[src/rtl/mem_port_arbiter_pkg.sv]
// Shared constants for the IF/LS memory port arbiter: FSM encodings,
// grant identifiers and default bus widths.
package mem_port_arbiter_pkg;

  // FSM state encodings
  localparam logic [1:0] ST_IDLE   = 2'd0;
  localparam logic [1:0] ST_ACC_IF = 2'd1;
  localparam logic [1:0] ST_ACC_LS = 2'd2;
  localparam logic [1:0] ST_RESP   = 2'd3;

  // Grant identifiers (also the bit index of each requester in req[1:0])
  localparam logic GNT_IF = 1'b0;
  localparam logic GNT_LS = 1'b1;

  // Default bus widths
  localparam int DEF_AW = 32;
  localparam int DEF_DW = 32;

endpackage

[src/rtl/mem_port_arbiter_rr_pick2.sv]
// Combinational two-way round-robin chooser. On a tie the requester that
// did not win last time is picked, so neither side can starve.
module rr_pick2
  import mem_port_arbiter_pkg::*;
(
  input  logic [1:0] req,
  input  logic       last,
  output logic       gnt_valid,
  output logic       gnt_id
);

  // Pick the single requester, or the one opposite to last on a tie
  always_comb begin
    gnt_valid = |req;
    gnt_id    = GNT_IF;
    if (req[GNT_IF] && req[GNT_LS]) begin
      gnt_id = ~last;
    end else if (req[GNT_LS]) begin
      gnt_id = GNT_LS;
    end
  end

endmodule

[src/rtl/mem_port_arbiter.sv]
// Shares one single-ported memory between the fetch (IF) and load/store
// (LS) requesters. One access at a time: IDLE arbitrates, ACC_x holds the
// memory request until mem_ready, RESP separates the ack from the next grant.
//
// Handshakes: a requester raises its req with stable payload and holds it
// until its one-cycle ack; mem_req is held with frozen mem_* outputs until
// mem_ready is seen high on a rising edge, and mem_rdata is sampled on
// that same edge. mem_ready outside ACC_x is ignored.
module mem_port_arbiter
  import mem_port_arbiter_pkg::*;
#(
  parameter int AW = DEF_AW,
  parameter int DW = DEF_DW
) (
  input  logic            clk,
  input  logic            rst_n,
  input  logic            if_req,
  input  logic [AW-1:0]   if_addr,
  output logic [DW-1:0]   if_rdata,
  output logic            if_ack,
  input  logic            ls_req,
  input  logic            ls_we,
  input  logic [AW-1:0]   ls_addr,
  input  logic [DW-1:0]   ls_wdata,
  input  logic [DW/8-1:0] ls_be,
  output logic [DW-1:0]   ls_rdata,
  output logic            ls_ack,
  output logic            mem_req,
  output logic            mem_we,
  output logic [AW-1:0]   mem_addr,
  output logic [DW-1:0]   mem_wdata,
  output logic [DW/8-1:0] mem_be,
  input  logic            mem_ready,
  input  logic [DW-1:0]   mem_rdata,
  output logic            busy,
  output logic [1:0]      dbg_state
);

  localparam int BW = DW / 8;

  logic [1:0]    r_state;
  logic          r_last;
  logic          r_mem_req;
  logic          r_mem_we;
  logic [AW-1:0] r_mem_addr;
  logic [DW-1:0] r_mem_wdata;
  logic [BW-1:0] r_mem_be;
  logic          r_if_ack;
  logic          r_ls_ack;
  logic [DW-1:0] r_if_rdata;
  logic [DW-1:0] r_ls_rdata;

  logic [1:0]    w_req;
  logic          w_gnt_valid;
  logic          w_gnt_id;

  assign w_req = {ls_req, if_req};

  rr_pick2 u_pick (
    .req       (w_req),
    .last      (r_last),
    .gnt_valid (w_gnt_valid),
    .gnt_id    (w_gnt_id)
  );

  // FSM, memory request registers, acks and returned read data
  always_ff @(posedge clk or negedge rst_n) begin
    if (!rst_n) begin
      r_state     <= ST_IDLE;
      r_last      <= GNT_IF;
      r_mem_req   <= 1'b0;
      r_mem_we    <= 1'b0;
      r_mem_addr  <= '0;
      r_mem_wdata <= '0;
      r_mem_be    <= '0;
      r_if_ack    <= 1'b0;
      r_ls_ack    <= 1'b0;
      r_if_rdata  <= '0;
      r_ls_rdata  <= '0;
    end else begin
      // Acks are single-cycle pulses unless set below
      r_if_ack <= 1'b0;
      r_ls_ack <= 1'b0;
      case (r_state)
        ST_IDLE: begin
          if (w_gnt_valid) begin
            r_last    <= w_gnt_id;
            r_mem_req <= 1'b1;
            if (w_gnt_id == GNT_LS) begin
              r_state     <= ST_ACC_LS;
              r_mem_we    <= ls_we;
              r_mem_addr  <= ls_addr;
              r_mem_wdata <= ls_wdata;
              r_mem_be    <= ls_be;
            end else begin
              r_state     <= ST_ACC_IF;
              r_mem_we    <= 1'b0;
              r_mem_addr  <= if_addr;
              r_mem_wdata <= '0;
              r_mem_be    <= '1;
            end
          end
        end
        ST_ACC_IF: begin
          if (mem_ready) begin
            r_mem_req  <= 1'b0;
            r_if_ack   <= 1'b1;
            r_if_rdata <= mem_rdata;
            r_state    <= ST_RESP;
          end
        end
        ST_ACC_LS: begin
          if (mem_ready) begin
            r_mem_req <= 1'b0;
            r_ls_ack  <= 1'b1;
            // Stores keep the previous load data
            if (!r_mem_we) begin
              r_ls_rdata <= mem_rdata;
            end
            r_state <= ST_RESP;
          end
        end
        default: begin
          // RESP: no arbitration here, so a just-acked req is not re-granted
          r_state <= ST_IDLE;
        end
      endcase
    end
  end

  assign mem_req   = r_mem_req;
  assign mem_we    = r_mem_we;
  assign mem_addr  = r_mem_addr;
  assign mem_wdata = r_mem_wdata;
  assign mem_be    = r_mem_be;
  assign if_ack    = r_if_ack;
  assign ls_ack    = r_ls_ack;
  assign if_rdata  = r_if_rdata;
  assign ls_rdata  = r_ls_rdata;
  assign busy      = (r_state != ST_IDLE);
  assign dbg_state = r_state;

endmodule
[config.mk]
export PLATFORM = sky130hd
export DESIGN_NAME = mem_port_arbiter
export DESIGN_NICKNAME = d
export VERILOG_FILES = /design/src/rtl/mem_port_arbiter_pkg.sv /design/src/rtl/mem_port_arbiter_rr_pick2.sv /design/src/rtl/mem_port_arbiter.sv
export SDC_FILE = /design/constraint.sdc
export NUM_CORES = 1
export LEC_CHECK = 0
export CORE_MARGIN = 2
export CORE_UTILIZATION = 41
export DETAILED_ROUTE_END_ITERATION = 10
export PLACE_DENSITY = 0.81
export REMOVE_ABC_BUFFERS = 1
export SYNTH_ARGS = -nofsm -noshare
export SYNTH_HDL_FRONTEND = slang
export SYNTH_SLANG_ARGS = --single-unit
[constraint.sdc]
create_clock -name clk -period 2.1 [get_ports clk]
set_input_delay 0.315 -clock clk [delete_from_list [all_inputs] [get_ports clk]]
set_output_delay 0.315 -clock clk [all_outputs]
set_load 0.02 [all_outputs]
==> results of run 1 <==
[path summary, 6_finish.rpt]
path                              start       endpoint  slack, ns  cells after the start
max reg2reg                dbg_state[1]   ls_rdata[31]       0.41                      6
max in group asynchronous         rst_n   if_rdata[21]       1.09                      3
min reg2reg                if_rdata[17]   if_rdata[17]       0.50                      1
min                               rst_n  mem_wdata[24]       0.39                      2
max                        dbg_state[0]           busy       0.18                      4
min in group clk             if_addr[9]    mem_addr[9]       0.44                      3
[Yosys cell counts, drive strengths merged (2+ instances only)]
master / n
buf: 26
ha: 4
nand4: 2
nand3b: 3
nor2: 34
mux2: 64
a21oi: 64
a22o: 34
nand2: 38
inv: 5
o22a: 4
clkbuf: 2
dfrtp: 139
[metrics by stage]
stage,setup TNS (ns),area (um^2),hold slack (ns),std cells
after detailed placement,0,8620,0.272,866
after floorplan,-67.11,5440,0.0194,402
after global placement,0,8620,0.263,866
after global routing,0,9190,0.430,897
after CTS,0,9190,0.390,897
final,0,9190,0.395,897
[layout make-up]
cell class	count	share of cell area, %
clock buffers	19	4.82
clock inverters	11	1.33
inverters	5	0.204
multi-input cells	258	21.3
flip-flops and latches	139	37.8
well taps	176	2.40
repair buffers	289	32.1
[flip-flops by register name (all words and copies together), names as in the netlist]
signal / cells
mem_wdata: 32
r_last: 1
mem_req: 1
ls_ack: 1
if_ack: 1
ls_rdata: 32
dbg_state: 2
mem_addr: 32
mem_be: 4
mem_we: 1
if_rdata: 32
[report_power, final]
part / switching (W) / leakage [nW] / internal [W]
logic: 0.00360 / 2.10 / 0.00382
registers: 0.000721 / 1.66 / 0.00395
clock network: 0.00113 / 0.267 / 0.00176
[routing by layer]
metal	up-vias	global-route usage, %
met5	-	0
met4	0	7.83
met3	17	9.12
met2	220	37.6
met1	2229	25.5
li1	2069	-
[cell usage in the layout, fill, tap and decap left out, types with 4 or more instances in the layout]
cell,count
inv_1,5
o22a_1,4
clkdlybuf4s50_1,274
mux2_2,34
a21oi_1,64
buf_12,7
mux2_4,30
buf_4,5
dfrtp_1,139
a22o_1,34
clkinvlp_4,4
clkbuf_16,17
nand2_1,38
ha_1,4
nor2_1,33
[kinds of logic after synthesis]
group | count (synthesis)
compound gates | 107
mux | 64
flops | 139
buf+inv | 33
fa+ha+maj | 4
simple gates | 83
[repair_timing]
item                                    CTS  global route
endpoints found under the setup margin    1             0
resized for setup                         1             0
endpoints found under the hold margin    44             0
hold buffers                              1             0
==> metrics, run 1 <==
status complete, no violations; DR DRC count 0; Final Cycle Share 91.5%; slowest CP cell dlygate4sd2_1; Main synth FF type dfrtp_1; Max Fclk 520 MHz; largest cells by area after synthesis dfrtp_1, mux2_4, mux2_2; HPWL Detailed 11.3 mm; Slew HR 71.0%; Worst-Skew Late Latency 0.41 ns; RSZ-0062 raised after global routing false; peak supply drop 0.759 mV; initial antenna violation count 0; Rows 42; chip height 121 um; FF/Latch Area 0.00348 mm^2; PortBufs 276; area leader, netlist dfrtp_1; Met2 Routed Length 8.03 mm; max-slew violations 0; first-pass GRT wire length 25.1 mm; Filler Cell Count 945; core area 0.0133 mm^2; sequential area share after synthesis 61.8%; Synth-to-Final Area Change 63.3%; largest stage delay on the critical path 0.39 ns; clk slew on worst S/H paths 0.06 ns; io pins 277; Largest delay share family, worst path buffers and inverters; die width 121 um; total routing usage reported by global routing 22.3%; Wirelength per Cell 18.0 um; CP endpoint kind output port; Unique masters post-synth 28; post-synthesis mux area share 14.8%; Mapped Area 0.00563 mm^2; Worst-Margin Slew 0.435 ns; Place WS 0.152 ns; CTS Buf Count 17; CP required 1.78 ns; Post-CTS Setup Repair Bufs 0; Pwr Density 1630 mW/mm^2; share of the synthesized area in the top cell type 61.8%; final hold vios 0; post-synthesis adder-cell area fraction 0.889%; clock sinks 139; compound-cell area share of the yosys netlist 12.4%; Setup WS post-layout 0.179 ns; Initial Utilization 42.2%; vias in the first global route 4,674; Via density 5.06; synth warn 0; max_cap viols 0; Die ar. 0.0147 mm^2; most used cell, CP inv_1; highest metal used met4; CTS tree yes; CP bufs+invs 3; WS Path Type flip-flop to output port; Post-DRT Antenna Nets 0; met1 wire length 6.17 mm; Routed WL 16.1 mm; Final setup viols 0; synthesis-stage register bit count 139; Pre-antenna DRT Iters 4; CTS root buffer clkbuf_16; Synth Area in XOR/XNOR 0%; total power 0.0150 W; Final Core Density 68.9%; Startpoint Class flip-flop; multi-input combinational cell area 0.00196 mm^2; Critical Path AT 1.61 ns; Remaining Overflow, GRT 0; share of layout cells above drive strength 1 15.4%; NumNets Final 852; total number of vias 4,535; Tmin final 1.92 ns; cells along the critical path inv_1 > ha_1 > inv_1 > dlygate4sd2_1; htree depth 4; metal3 WL 1.68 mm; hold crit path type input pin to asynchronous set/reset pin; Post-synth EDFFs 0; Post-Synthesis Cells 430; largest net degree at the start of global routing 67; Antenna Cells 0; async set-or-reset flop fraction in the synthesized netlist 100%; clk buf depth 2; Clock Skew 0.00625 ns; Crit Path Max Fanout 2; leakage power 4.03 nW; Simple-Gate Fraction of Synth Area 6.47%; Avg Cell Area, Syn 13.1 um^2; Iter 0 DRT Violations 269; largest family of logic cells by synthesized area multiplexers; GPL Wtd Cong 0.761
No activity file was read; power rests on OpenSTA's default activity.
==> run 2: changes to the inputs <==
SKIP_LAST_GASP = 1   (was default)
==> results of run 2 <==
Same layout as run 1: the final DEF is identical, and so are final timing and power.
